===== config.mk =====
export PLATFORM = sky130hd
export DESIGN_NAME = st7789_spi_rx
export DESIGN_NICKNAME = d
export VERILOG_FILES = /design/src/rtl/st7789_spi_rx.sv
export SDC_FILE = /design/constraint.sdc
export NUM_CORES = 1
export LEC_CHECK = 0
export ABC_AREA = 1
export ABC_CLOCK_PERIOD_IN_PS = 2400
export CAP_MARGIN = 20
export CORE_ASPECT_RATIO = 1.2
export CORE_MARGIN = 4
export CORE_UTILIZATION = 30
export DETAILED_ROUTE_END_ITERATION = 7
export GPL_TIMING_DRIVEN = 0
export HOLD_SLACK_MARGIN = 0.08
export PLACE_DENSITY = 0.54
export SYNTH_ARGS = -nofsm -noshare
export SYNTH_HDL_FRONTEND = slang
export SYNTH_SLANG_ARGS = --single-unit
export TNS_END_PERCENT = 50

===== constraint.sdc =====
create_clock -name clk -period 2.4 [get_ports clk]
set_clock_uncertainty 0.1 [all_clocks]
set_input_delay 0.24 -clock clk [delete_from_list [all_inputs] [get_ports clk]]
set_output_delay 0.24 -clock clk [all_outputs]
set_load 0.1 [all_outputs]

===== src/rtl/st7789_spi_rx.sv =====
// st7789_spi_rx: SPI slave that decodes an ST7789-style command/data stream.
// It recovers command bytes, data bytes, CASET/RASET window settings and
// RAMWR pixel writes, and reports each pixel with its (x, y) position.
module st7789_spi_rx #(
    parameter int c_x_bits = 8,
    parameter int c_y_bits = 8,
    parameter int c_width  = 240,
    parameter int c_height = 240
) (
    input  logic                clk,
    input  logic                resn,
    input  logic                spi_clk,
    input  logic                spi_mosi,
    input  logic                spi_dc,
    input  logic                spi_csn,
    output logic                cmd_valid,
    output logic [7:0]          cmd,
    output logic                data_valid,
    output logic [7:0]          data,
    output logic                pixel_valid,
    output logic [c_x_bits-1:0] pixel_x,
    output logic [c_y_bits-1:0] pixel_y,
    output logic [15:0]         pixel_color
);

    localparam logic [c_x_bits-1:0] XE_DEF = c_x_bits'(c_width - 1);
    localparam logic [c_y_bits-1:0] YE_DEF = c_y_bits'(c_height - 1);
    // Reset value of each synchroniser: chip select idles high, the rest low.
    localparam logic [3:0] SYNC_RST = 4'b1000;

    typedef enum logic [2:0] {
        ST_IDLE,
        ST_CASET,
        ST_RASET,
        ST_RAMWR,
        ST_SKIP
    } state_t;

    // ------------------------------------------------------------------
    // Input conditioning: two-stage synchroniser per SPI input.
    // Bit order: 0 = spi_clk, 1 = spi_mosi, 2 = spi_dc, 3 = spi_csn.
    // ------------------------------------------------------------------
    logic [3:0] spi_raw;
    logic [3:0] spi_sync;

    assign spi_raw = {spi_csn, spi_dc, spi_mosi, spi_clk};

    generate
        for (genvar gi = 0; gi < 4; gi++) begin : g_sync
            logic [1:0] sync_reg;
            // Two flip-flops bring the asynchronous SPI line into clk.
            always_ff @(posedge clk or negedge resn) begin
                if (!resn) begin
                    sync_reg <= {2{SYNC_RST[gi]}};
                end else begin
                    sync_reg <= {sync_reg[0], spi_raw[gi]};
                end
            end
            assign spi_sync[gi] = sync_reg[1];
        end
    endgenerate

    logic sclk_s, mosi_s, dc_s, csn_s;
    assign sclk_s = spi_sync[0];
    assign mosi_s = spi_sync[1];
    assign dc_s   = spi_sync[2];
    assign csn_s  = spi_sync[3];

    logic sclk_d_reg;
    logic sclk_rise;

    // Third stage on spi_clk only, used to detect the rising sample edge.
    always_ff @(posedge clk or negedge resn) begin
        if (!resn) begin
            sclk_d_reg <= 1'b0;
        end else begin
            sclk_d_reg <= sclk_s;
        end
    end

    assign sclk_rise = sclk_s & ~sclk_d_reg;

    // ------------------------------------------------------------------
    // Byte assembly
    // ------------------------------------------------------------------
    logic [2:0] bit_cnt_reg;
    logic [6:0] shift_reg;
    logic       dc_first_reg;
    logic       byte_ready_reg;
    logic [7:0] byte_val_reg;
    logic       byte_dc_reg;

    // Shift MOSI on each sample edge; csn high drops any partial byte.
    always_ff @(posedge clk or negedge resn) begin
        if (!resn) begin
            bit_cnt_reg    <= 3'd0;
            shift_reg      <= 7'd0;
            dc_first_reg   <= 1'b0;
            byte_ready_reg <= 1'b0;
            byte_val_reg   <= 8'd0;
            byte_dc_reg    <= 1'b0;
        end else begin
            byte_ready_reg <= 1'b0;
            if (csn_s) begin
                bit_cnt_reg <= 3'd0;
                shift_reg   <= 7'd0;
            end else if (sclk_rise) begin
                shift_reg   <= {shift_reg[5:0], mosi_s};
                bit_cnt_reg <= bit_cnt_reg + 3'd1;
                // D/C belongs to the byte as seen at its first bit.
                if (bit_cnt_reg == 3'd0) begin
                    dc_first_reg <= dc_s;
                end
                if (bit_cnt_reg == 3'd7) begin
                    byte_ready_reg <= 1'b1;
                    byte_val_reg   <= {shift_reg, mosi_s};
                    byte_dc_reg    <= dc_first_reg;
                end
            end
        end
    end

    // ------------------------------------------------------------------
    // Command / parameter decoder
    // ------------------------------------------------------------------
    state_t              state_reg;
    logic [1:0]          param_idx_reg;
    logic [7:0]          param_hi_reg;
    logic                hi_flag_reg;
    logic [7:0]          hi_byte_reg;
    logic [c_x_bits-1:0] xs_reg, xe_reg, ptr_x_reg;
    logic [c_y_bits-1:0] ys_reg, ye_reg, ptr_y_reg;

    logic                cmd_valid_reg, data_valid_reg, pixel_valid_reg;
    logic [7:0]          cmd_reg, data_reg;
    logic [c_x_bits-1:0] pixel_x_reg;
    logic [c_y_bits-1:0] pixel_y_reg;
    logic [15:0]         pixel_color_reg;

    // Interpret each completed byte; outputs are registered with their pulse.
    always_ff @(posedge clk or negedge resn) begin
        if (!resn) begin
            state_reg       <= ST_IDLE;
            param_idx_reg   <= 2'd0;
            param_hi_reg    <= 8'd0;
            hi_flag_reg     <= 1'b0;
            hi_byte_reg     <= 8'd0;
            xs_reg          <= '0;
            xe_reg          <= XE_DEF;
            ys_reg          <= '0;
            ye_reg          <= YE_DEF;
            ptr_x_reg       <= '0;
            ptr_y_reg       <= '0;
            cmd_valid_reg   <= 1'b0;
            data_valid_reg  <= 1'b0;
            pixel_valid_reg <= 1'b0;
            cmd_reg         <= 8'd0;
            data_reg        <= 8'd0;
            pixel_x_reg     <= '0;
            pixel_y_reg     <= '0;
            pixel_color_reg <= 16'd0;
        end else begin
            cmd_valid_reg   <= 1'b0;
            data_valid_reg  <= 1'b0;
            pixel_valid_reg <= 1'b0;
            if (byte_ready_reg && !byte_dc_reg) begin
                cmd_reg       <= byte_val_reg;
                cmd_valid_reg <= 1'b1;
                param_idx_reg <= 2'd0;
                hi_flag_reg   <= 1'b0;
                case (byte_val_reg)
                    8'h2A: state_reg <= ST_CASET;
                    8'h2B: state_reg <= ST_RASET;
                    8'h2C: begin
                        state_reg <= ST_RAMWR;
                        ptr_x_reg <= xs_reg;
                        ptr_y_reg <= ys_reg;
                    end
                    8'h01: begin
                        state_reg <= ST_IDLE;
                        xs_reg    <= '0;
                        xe_reg    <= XE_DEF;
                        ys_reg    <= '0;
                        ye_reg    <= YE_DEF;
                    end
                    default: state_reg <= ST_SKIP;
                endcase
            end else if (byte_ready_reg) begin
                data_reg       <= byte_val_reg;
                data_valid_reg <= 1'b1;
                case (state_reg)
                    ST_CASET, ST_RASET: begin
                        param_idx_reg <= param_idx_reg + 2'd1;
                        if (!param_idx_reg[0]) begin
                            param_hi_reg <= byte_val_reg;
                        end else if (state_reg == ST_CASET) begin
                            if (param_idx_reg == 2'd1) begin
                                xs_reg <= c_x_bits'({param_hi_reg, byte_val_reg});
                            end else begin
                                xe_reg    <= c_x_bits'({param_hi_reg, byte_val_reg});
                                state_reg <= ST_IDLE;
                            end
                        end else begin
                            if (param_idx_reg == 2'd1) begin
                                ys_reg <= c_y_bits'({param_hi_reg, byte_val_reg});
                            end else begin
                                ye_reg    <= c_y_bits'({param_hi_reg, byte_val_reg});
                                state_reg <= ST_IDLE;
                            end
                        end
                    end
                    ST_RAMWR: begin
                        if (!hi_flag_reg) begin
                            hi_byte_reg <= byte_val_reg;
                            hi_flag_reg <= 1'b1;
                        end else begin
                            hi_flag_reg     <= 1'b0;
                            pixel_color_reg <= {hi_byte_reg, byte_val_reg};
                            pixel_x_reg     <= ptr_x_reg;
                            pixel_y_reg     <= ptr_y_reg;
                            pixel_valid_reg <= 1'b1;
                            // Raster advance inside the window, wrapping the frame.
                            if (ptr_x_reg == xe_reg) begin
                                ptr_x_reg <= xs_reg;
                                if (ptr_y_reg == ye_reg) begin
                                    ptr_y_reg <= ys_reg;
                                end else begin
                                    ptr_y_reg <= ptr_y_reg + 1'b1;
                                end
                            end else begin
                                ptr_x_reg <= ptr_x_reg + 1'b1;
                            end
                        end
                    end
                    default: ;
                endcase
            end else if (csn_s) begin
                // Deselect between bytes discards a half-received pixel.
                hi_flag_reg <= 1'b0;
            end
        end
    end

    assign cmd_valid   = cmd_valid_reg;
    assign cmd         = cmd_reg;
    assign data_valid  = data_valid_reg;
    assign data        = data_reg;
    assign pixel_valid = pixel_valid_reg;
    assign pixel_x     = pixel_x_reg;
    assign pixel_y     = pixel_y_reg;
    assign pixel_color = pixel_color_reg;

endmodule


# Yosys cells after proc, flatten, opt, wreduce, memory -nomap -nowiden
# Index checks and enable logic that the tools add are counted.
dict set report word_totals {
  register_bits 143
  inputBits 6
  elab_cells 147
}
dict set report classes {
  bitwise_logic 5
  muxes 65
  n_reduce_logical 28
  n_addsub 4
  n_eq_ne 16
}
# cell count
set op_table {}
lappend op_table {{8-bit 2-to-1 mux} 37}
lappend op_table {{8-bit by 6-bit equality test with 1-bit output, second input constant} 3}
lappend op_table {{6-bit AND reduction} 4}
lappend op_table {{3-bit 2-to-1 mux} 7}
lappend op_table {{2-bit nonzero test} 9}
lappend op_table {{8-bit by 1-bit adder with 8-bit output, second input constant} 2}
lappend op_table {{8-bit equality test} 2}
lappend op_table {{4-bit AND reduction} 4}
lappend op_table {{1-bit 2-to-1 mux} 15}
lappend op_table {{7-bit 2-to-1 mux} 2}
lappend op_table {{3-bit one-hot mux with 4 select lines} 1}
lappend op_table {{8-bit by 1-bit equality test with 1-bit output, second input constant} 1}
lappend op_table {{3-bit by 2-bit equality test with 1-bit output, second input constant} 2}
lappend op_table {{2-bit 2-to-1 mux} 3}
lappend op_table {{2-bit AND reduction} 3}
lappend op_table {{3-bit AND reduction} 2}
lappend op_table {{5-bit AND reduction} 1}
lappend op_table {{2-bit by 1-bit != test with 1-bit output, second input constant} 2}
lappend op_table {{2-bit != test, second input constant} 2}
lappend op_table {{1-bit NOT} 4}
lappend op_table {{3-bit by 1-bit adder with 3-bit output, second input constant} 1}
lappend op_table {{3-bit by 1-bit equality test with 1-bit output, second input constant} 1}
lappend op_table {{3-bit equality test, second input constant} 1}
lappend op_table {{3-bit logical NOT} 1}
lappend op_table {{other kinds (8)} 8}

# Longest topological paths before layout
# Gate-level depths: netlist of run 1.
dict set report depth {
  depth_word 7
  mapped_depth 12
  mapped_depth_nobuf 11
}

# Worst setup path after synthesis of run 1
# No wires, ideal clock.
dict set report synth_timing {
  kind {reg-to-reg}
  start {register byte_dc_reg}
  end {register xe_reg[4]}
  period_less_slack_ns 1.600
  arrival_time_ns 1.383
  setup_slack_ns 0.800
  setup_time_ns 0.117
  path_stages_with_launch 10
  cell_sequence {dfrtp_1 > nor2_4 > inv_2 > nand3_2 > nand2_1 > a21oi_2 > buf_4 > nand2_1 > nand2_1 > nand2_1}
}
dict set report synth_via {
  elab_chain_len 4
  elab_cells_between_ends 10
}
# item line
set synth_lines {}
lappend synth_lines {{from (decl)} 91} ;# logic byte_dc_reg;
lappend synth_lines {{from (signal assigned)} 117} ;# byte_dc_reg <= dc_first_reg;
lappend synth_lines {{1-bit logical NOT *} 166} ;# if (byte_ready_reg && !byte_dc_reg) begin
lappend synth_lines {{1-bit logical AND *} 166}
lappend synth_lines {{2-bit by 1-bit != test with 1-bit output (no line), or another cell as far along} n/a}
lappend synth_lines {{6-bit AND reduction (no line)} n/a}
lappend synth_lines {{to (signal assigned)} 200} ;# xe_reg <= c_x_bits'({param_hi_reg, byte_val_reg});
lappend synth_lines {{to (decl)} 131} ;# logic [c_x_bits-1:0] xs_reg, xe_reg, ptr_x_reg;
# Mark *: on every way between the ends. The rest lies on a longest branch, timed or not.
# A chain may end at the register's enable or synchronous reset.

# Final worst setup path of run 1
dict set report layout_timing {
  start {register pixel_x_reg[6] (netlist: pixel_x[6])}
  end {output pixel_x[6]}
}
# item line
set layout_rtl {}
lappend layout_rtl {{from (decl)} 136} ;# logic [c_x_bits-1:0] pixel_x_reg;
lappend layout_rtl {{from (signal assigned)} 219} ;# pixel_x_reg <= ptr_x_reg;
lappend layout_rtl {{to (decl)} 21} ;# output logic [c_x_bits-1:0] pixel_x,
# No word-level cell between the ends.

==> results of run 1 <==
-- report_power, final --
part / internal [W] / switching, W / leakage [nW] / total (W)
registers: 0.00243 / 0.00000423 / 1.92 / 0.00243
logic: 0.0000191 / 0.0000616 / 1.51 / 0.0000807
clock network: 0.00188 / 0.00105 / 0.311 / 0.00293
-- cell usage after synthesis --
cell type | instances | share of area
a21oi_1 | 19 | 0.015
a21oi_2 | 1 | 0.0014
o21a_1 | 1 | 0.0012
o22ai_1 | 9 | 0.0090
nor3_1 | 3 | 0.0024
buf_2 | 9 | 0.0072
o21ai_0 | 65 | 0.052
nand3_1 | 43 | 0.034
nand3_2 | 2 | 0.0032
nand2_2 | 3 | 0.0030
buf_1 | 2 | 0.0012
inv_2 | 6 | 0.0036
ha_1 | 6 | 0.012
or2_1 | 1 | 0.0010
clkbuf_2 | 2 | 0.0016
nand4_1 | 6 | 0.0060
nor2_8 | 1 | 0.0032
dfstp_2 | 16 | 0.067
nor2_2 | 2 | 0.0020
xnor2_1 | 10 | 0.014
clkbuf_1 | 9 | 0.0054
nand3b_1 | 2 | 0.0024
inv_1 | 63 | 0.038
xor2_1 | 8 | 0.011
o21ai_1 | 5 | 0.0040
buf_4 | 1 | 0.0012
nand2_1 | 269 | 0.16
nor2_1 | 40 | 0.024
nor2_4 | 1 | 0.0018
dfrtp_1 | 127 | 0.51
-- worst paths after layout --
| check | from | slack, ps | cells past startpoint | end |
|---|---|---|---|---|
| max in group asynchronous | resn | 1120 | 3 | ye_reg[3]$_DFFE_PN1P_ |
| max | pixel_x[6]$_DFFE_PN0P_ | 120 | 1 | pixel_x[6] |
| min in group asynchronous | resn | 230 | 2 | data[6]$_DFFE_PN0P_ |
| min | spi_csn | 120 | 1 | g_sync[3].sync_reg[0]$_DFF_PN1_ |
| min reg2reg | g_sync[0].sync_reg[0]$_DFF_PN0_ | 250 | 0 | g_sync[0].sync_reg[1]$_DFF_PN0_ |
| max reg2reg | byte_val_reg[2]$_DFFE_PN0P_ | 240 | 9 | xe_reg[4]$_DFFE_PN0P_ |
-- area by class of cell --
cell class	instances	area, um2
multi-input combinational	497	2280
sequential	143	3600
clock buffer	20	447
timing repair buffer	58	599
fill	2104	12500
clock inverter	12	209
buffer	23	104
inverter	69	259
tap	265	332
-- metal layers --
layer  share of wire  track usage  up-vias  wire, um
met5               0            0        -         0
met4           0.016       0.0438        0       257
met3           0.028       0.0320       20       435
met2            0.50        0.239       67      7890
met1            0.46        0.182     2352      7170
li1                -            -     2475         -
-- cells by family (layout without fill, tap and decap cells) --
family / Yosys count / count (layout) / share of synthesized area
flip-flops: 143 / 143 / 0.576
adder cells (fa/ha/maj): 6 / 6 / 0.0120
buffers and inverters: 92 / 182 / 0.0581
XOR/XNOR: 18 / 18 / 0.0253
AO/OA/AOI/OAI: 100 / 100 / 0.0830
AND/OR/NAND/NOR: 373 / 373 / 0.245
-- stage by stage --
stage / instance area, um2 / TNS (ps) / instances / hold slack [ps] / setup WS (ps)
2_1_floorplan: 6240 / 0 / 732 / -156 / 800
3_3_place_gp: 7140 / -687070 / 1053 / 236 / -5030
3_5_place_dp: 7160 / 0 / 1054 / 127 / 251
4_1_cts: 7830 / 0 / 1087 / 102 / 72.0
5_1_grt: 7830 / 0 / 1087 / 107 / 38.2
6_report: 7830 / 0 / 1087 / 121 / 115
-- repair_timing --
item	CTS	global route
hold buffers	1	0
hold endpoints to repair	51	0
setup endpoints to repair	0	0
gates resized for setup	0	0
==> reports/results.ini, run 1 <==
[power]
total_power_w = 0.00544
ir_worst_vdd_mv = 0.451
power.density_nw_per_um2 = 695
power_leakage_nw = 3.74

[yosys]
syn-num-nets = 744
synth_warnings = 0
synth-seq-cells = 143
synth.cell_area_um2 = 6240
synth_cell_type_count = 30
avgSynthCellArea_um2 = 8.53
yosysSeqAreaShare = 0.576
syn_inst = 732

[critical_path]
critPathTopFamily = buffers and inverters
crit_required_ps = 2060
crit_buf_inv = 1
criticalPathCategory = reg2out
startpoint_type = flop
worst_setup_path_end_kind = output pin
slowest_delay_ps = 1140
cp_max_fo = 2
crit_chain = clkdlybuf4s50_1
crit_arrival_ps = 1940
cp_slowest_cell = clkdlybuf4s50_1

[global_route]
grt_use_total = 0.142
grt_pass1_vias = 4931
antenna_found_initial = 0
grt_pass1_wl_um = 26100
grt_start_max_net_pins = 93
grt_overflow = 0

[route]
ant_nets = 0
vias = 4914
firstDrtPassIters = 4
totalWireLength_um = 15700
drt_drc_violations_left = 0
via_per_inst = 4.52
wire_per_inst_um = 14.5
first_iter_violations = 310

[clock_network]
cts_tree = done
cts_buffers = 17
cts_root_buf = clkbuf_16
clockBufferDepth = 2
worstSkewPairLatency_ps = 420
clkTransAtPathRegs_ps = 60
cts_htree_levels = 4
cts_setup_buffers = 0
cts_sinks = 143

[finish]
area_growth_syn_to_layout_pct = 25.4
n_antenna_cell = 0
final_util = 0.385
largest_reg_flops = 16
mostFrequentLayoutCells = nand2_1, dfrtp_1, o21ai_0
layout_commonest_cell = nand2_1
drive_gt1_frac = 0.0925
layout.nets = 821

[placed_design]
portBuffers = 56
place_congestion = 0.808
hpwl_um = 11100

[die]
die_area_um2 = 23200
core.rowCount = 57
die_h_um = 166
ios = 57
initial_core_util = 0.307
core_um2 = 20300
die_w_um = 140

[timing]
final-hold-violation-count = 0
drv_slew = 0
worst_slew_pin_slew_ps = 1020
fmax_mhz = 438
period_share = 0.952
min_period_ps = 2280
rsz0062_at_grt = no
slew_headroom = 0.317
setup-violations-final = 0

[run]
drv_cap = 0

[hold_path]
holdCritPathClass = in2reg

[status]
status = complete, no violations

No activity file was read; power rests on OpenSTA's default activity.
==> run 2, diff against run 1 <==
ABC_CLOCK_PERIOD_IN_PS = 2200   (was 2400)
SETUP_SLACK_MARGIN = 0.15   (was default)
clock period = 2.2 ns   (was 2.4 ns; I/O delays follow)
==> run 2 against run 1 <==
Against the previous run:
- largest power group unchanged
- die area unchanged
- via count up 0.39%
- critical path depth unchanged
==> reports/results.ini, run 2 (synthesis gave the netlist of run 1 again) <==
[critical_path]
critPathTopFamily = buffers and inverters
slowest_delay_ps = 870
worst_setup_path_end_kind = output pin
worstSetupStartpoint = pixel_x[6]$_DFFE_PN0P_
crit_required_ps = 1880
criticalPathCategory = reg2out
rr_startpoint = byte_val_reg[3]$_DFFE_PN0P_
startpoint_type = flop
cp_max_fo = 2
cp_num_cells = 1
r2r_slack_ps = 270
crit_arrival_ps = 1670
rr_worst_depth = 7
crit_chain = dlygate4sd2_1
rr_endpoint = ptr_x_reg[4]$_DFFE_PN0P_
crit_buf_inv = 1
cp_slowest_cell = dlygate4sd2_1

[power]
p_comb_frac = 0.015
p_int_w = 0.00472
power.density_nw_per_um2 = 760
power_switching_w = 0.00121
power.share.clock = 0.538
seqPwrFrac = 0.447
power_leakage_nw = 4.01
ir_worst_vdd_mv = 0.492
switching_share = 0.204

[finish]
mostFrequentLayoutCells = nand2_1, dfrtp_1, o21ai_0
layout.nets = 822
n_antenna_cell = 0
drive_gt1_frac = 0.109
layout_commonest_cell = nand2_1
area_growth_syn_to_layout_pct = 25.1
largest_reg_flops = 16
instances_no_fill = 1088

[hold_path]
holdCritPathClass = in2reg
holdPathEnd = g_sync[3].sync_reg[0]$_DFF_PN1_
worstHoldStart = spi_csn
holdPathStages = 1

[timing]
final-hold-violation-count = 0
setup-violations-final = 0
fmax_mhz = 504
period_share = 0.903
setup_tns_ps = 0
slew_headroom = 0.327
worst_slew_pin_slew_ps = 1010
drv_slew = 0
rsz0062_at_grt = yes
min_period_ps = 1990

[run]
drv_cap = 0

[die]
die_w_um = 140
initial_core_util = 0.307
core_um2 = 20300
die_h_um = 166
die_area_um2 = 23200
core.rowCount = 57
ios = 57

[global_route]
grt_pass1_wl_um = 26100
antenna_found_initial = 0
grt_start_max_net_pins = 93
grt_pass1_vias = 4945
grt_overflow = 0
grt_use_total = 0.142

[clock_network]
clockBufferDepth = 2
cts_root_buf = clkbuf_16
cts_tree = done
cts_buffers = 17
cts_htree_levels = 4
clkTransAtPathRegs_ps = 60
cts_sinks = 143
worstSkewPairLatency_ps = 420

[route]
wire_per_inst_um = 14.5
drt_drc_violations_left = 0
via_per_inst = 4.53
first_iter_violations = 313
totalWireLength_um = 15800
vias = 4933
firstDrtPassIters = 5
ant_nets = 0

[placed_design]
portBuffers = 56
hpwl_um = 11100
place_congestion = 0.808
dp_cells = 1054

[status]
status = complete, no violations

## run 2: cell count changes in the layout (fill, tap and decap cells not counted), moves of 2 or more
cell	change
inv_2	+2
nor3_1	-2
inv_1	-5
clkinvlp_4	+3
dlygate4sd2_1	+51
nand2_2	+4
nand2_1	-4
clkdlybuf4s50_1	-51
nor3_2	+2
## run 2: through the flow
| stage | util | total power, W | cell area [um2] | worst slack, ps | hold slack (ps) |
|---|---|---|---|---|---|
| 6_report | 0.384 | 0.00593 | 7810 | 214 | 104 |
| 5_1_grt | 0.384 | 0.00614 | 7810 | 116 | 87.2 |
| 4_1_cts | 0.383 | 0.00602 | 7780 | 109 | 81.5 |
| 3_5_place_dp | 0.352 | 0.00279 | 7160 | 50.9 | 107 |
| 3_3_place_gp | 0.351 | 0.00279 | 7140 | -5210 | 236 |
| 2_1_floorplan | - | 0.00272 | 6240 | 600 | -176 |
## run 2: power groups by stage
stage / sequential [W] / combinational (W) / clock, W
2_1_floorplan: 0.00270 / 0.0000175 / 0
3_3_place_gp: 0.00270 / 0.0000856 / 0
3_5_place_dp: 0.00270 / 0.0000927 / 0
4_1_cts: 0.00265 / 0.0000942 / 0.00328
5_1_grt: 0.00265 / 0.000105 / 0.00339
6_report: 0.00265 / 0.0000883 / 0.00319
## run 2: how the worst max path moves through the flow
stage	to	slack, ps
after floorplan	xe_reg[4]$_DFFE_PN0P_	600
after global placement	pixel_y[7]$_DFFE_PN0P_	-5210
after detailed placement	xe_reg[4]$_DFFE_PN0P_	50
after CTS	xe_reg[4]$_DFFE_PN0P_	110
after global routing	ptr_y_reg[4]$_DFFE_PN0P_	120
final	pixel_x[6]	210
## run 2: final cells by class
cell class	count	area [um2]
sequential	143	3600
multi-input combinational	497	2300
inverter	69	270
tap	265	332
clock inverter	12	209
fill	2111	12500
buffer	23	105
timing repair buffer	59	543
clock buffer	20	447
## run 2: metal layers
metal  wire length [um]  vias to the layer above  GRT usage
met5                  0                        -          0
met4                203                        0     0.0438
met3                525                       18     0.0323
met2               8040                       69      0.240
met1               7010                     2370      0.180
li1                   -                     2476          -
## run 2: repair_timing
item,in CTS,in global routing
gates resized for setup,56,9
endpoints found under the setup margin,87,56
endpoints found under the hold margin,51,0
gates cloned,0,0
hold buffers,1,0
buffers inserted,0,1
==> run 3, diff against run 2 <==
GPL_TIMING_DRIVEN = default   (was 0)
==> run 3 against run 2 <==
Against the previous run:
- cell area is 1.5% lower
- combinational power up 6.9%
- clock power is 13% lower
- global-route usage shrank 0.50 points
- die area is the same
- sequential power about the same
- largest power group unchanged
==> reports/results.ini, run 3 (synthesis gave the netlist of run 1 again) <==
[critical_path]
cp_slowest_cell = dfrtp_1
rr_startpoint = byte_dc_reg$_DFFE_PN0P_
r2r_slack_ps = 270
critPathTopFamily = simple AND/OR/NAND/NOR gates
worst_setup_path_end_kind = flop
crit_chain = nor2_4, inv_2, buf_4, nand2_1, nand2_1, nand2_1, nor2_1, nor2_1
cp_common_cell = nand2_1
crit_buf_inv = 2
slowest_delay_ps = 490
startpoint_type = flop
crit_required_ps = 2410
crit_arrival_ps = 2140
cp_max_fo = 48
rr_worst_depth = 8
rr_endpoint = ptr_y_reg[4]$_DFFE_PN0P_
criticalPathCategory = reg2reg

[timing]
worst_slew_pin_slew_ps = 572
setup_tns_ps = 0
final-hold-violation-count = 0
rsz0062_at_grt = yes
fmax_mhz = 519
period_share = 0.876
hold_ws_ps = 130
slew_headroom = 0.619
drv_slew = 0
setup-violations-final = 0
min_period_ps = 1930

[die]
die_w_um = 140
core_um2 = 20300
ios = 57
die_area_um2 = 23200
initial_core_util = 0.307
core.rowCount = 57
die_h_um = 166

[power]
seqPwrFrac = 0.480
ir_worst_vdd_mv = 0.503
switching_share = 0.218
power_leakage_nw = 3.86
power.density_nw_per_um2 = 718
p_int_w = 0.00432
power_switching_w = 0.00120
power.share.clock = 0.503
p_comb_frac = 0.017

[hold_path]
holdPathStages = 1
holdCritPathClass = in2reg
worstHoldStart = spi_mosi
holdPathEnd = g_sync[1].sync_reg[0]$_DFF_PN0_

[route]
wire_per_inst_um = 13.9
totalWireLength_um = 15100
via_per_inst = 4.45
drt_drc_violations_left = 0
firstDrtPassIters = 4
first_iter_violations = 277
vias = 4830
ant_nets = 0

[placed_design]
place_congestion = 0.767
hpwl_um = 10600
dp_cells = 1053
post_dp_cell_area_um2 = 7090
portBuffers = 56

[run]
drv_cap = 0

[finish]
area_growth_syn_to_layout_pct = 23.1
n_antenna_cell = 0
mostFrequentLayoutCells = nand2_1, dfrtp_1, buf_4
layout.nets = 821
drive_gt1_frac = 0.169
fin_area_um2 = 7690
largest_reg_flops = 16
instances_no_fill = 1086
layout_commonest_cell = nand2_1

[global_route]
grt_overflow = 0
antenna_found_initial = 0
grt_use_total = 0.137
grt_start_max_net_pins = 60
grt_pass1_vias = 4834
grt_pass1_wl_um = 25500

[clock_network]
worstSkewPairLatency_ps = 420
cts_buffers = 17
cts_sinks = 143
clkTransAtPathRegs_ps = 60
cts_root_buf = clkbuf_16
clockBufferDepth = 2
cts_setup_buffers = 0
cts_tree = done
cts_htree_levels = 4

[status]
status = complete, no violations

run 3: timing repair:
action                                 4_1_cts  5_1_grt
setup endpoints to repair                    0       20
hold buffers                                 2        0
endpoints found under the hold margin       56        0
resized for setup                            0        1
run 3: worst max path at each step:
stage                                 from                  endpoint  slack [ps]  cells after the start
2_1_floorplan      byte_dc_reg$_DFFE_PN0P_     xe_reg[4]$_DFFE_PN0P_         600                      9
3_3_place_gp       byte_dc_reg$_DFFE_PN0P_  ptr_y_reg[4]$_DFFE_PN0P_         280                      8
3_5_place_dp       byte_dc_reg$_DFFE_PN0P_  ptr_y_reg[3]$_DFFE_PN0P_         290                      8
4_1_cts        byte_val_reg[4]$_DFFE_PN0P_     xe_reg[4]$_DFFE_PN0P_         280                      9
5_1_grt            byte_dc_reg$_DFFE_PN0P_  ptr_y_reg[0]$_DFFE_PN0P_         110                      8
6_report           byte_dc_reg$_DFFE_PN0P_  ptr_y_reg[4]$_DFFE_PN0P_         270                      8
run 3: area by class of cell:
cell class / instances / area, um2
fill: 2080 / 12600
sequential: 143 / 3600
multi-input combinational: 497 / 2290
timing repair buffer: 81 / 639
clock buffer: 20 / 467
tap: 265 / 332
inverter: 69 / 259
clock inverter: 11 / 106
run 3: metrics by stage:
step           worst slack [ps]  utilization  total power, W
6_report                    272        0.378         0.00552
3_3_place_gp                280        0.349         0.00280
4_1_cts                     283        0.378         0.00561
5_1_grt                     113        0.378         0.00574
3_5_place_dp                293        0.349         0.00280
2_1_floorplan               600            -         0.00272
run 3: per-layer routing:
layer,global-route usage,share of wire,vias to the layer above
li1,-,-,2475
met1,0.178,0.46,2269
met2,0.224,0.49,70
met3,0.0325,0.037,16
met4,0.0455,0.014,0
met5,0,0,-
run 3: power groups by stage:
stage / registers [W] / logic, W / clock network (W)
2_1_floorplan: 0.00270 / 0.0000175 / 0
3_3_place_gp: 0.00270 / 0.0000962 / 0
3_5_place_dp: 0.00270 / 0.0000971 / 0
4_1_cts: 0.00265 / 0.000101 / 0.00286
5_1_grt: 0.00265 / 0.000113 / 0.00298
6_report: 0.00265 / 0.0000944 / 0.00278
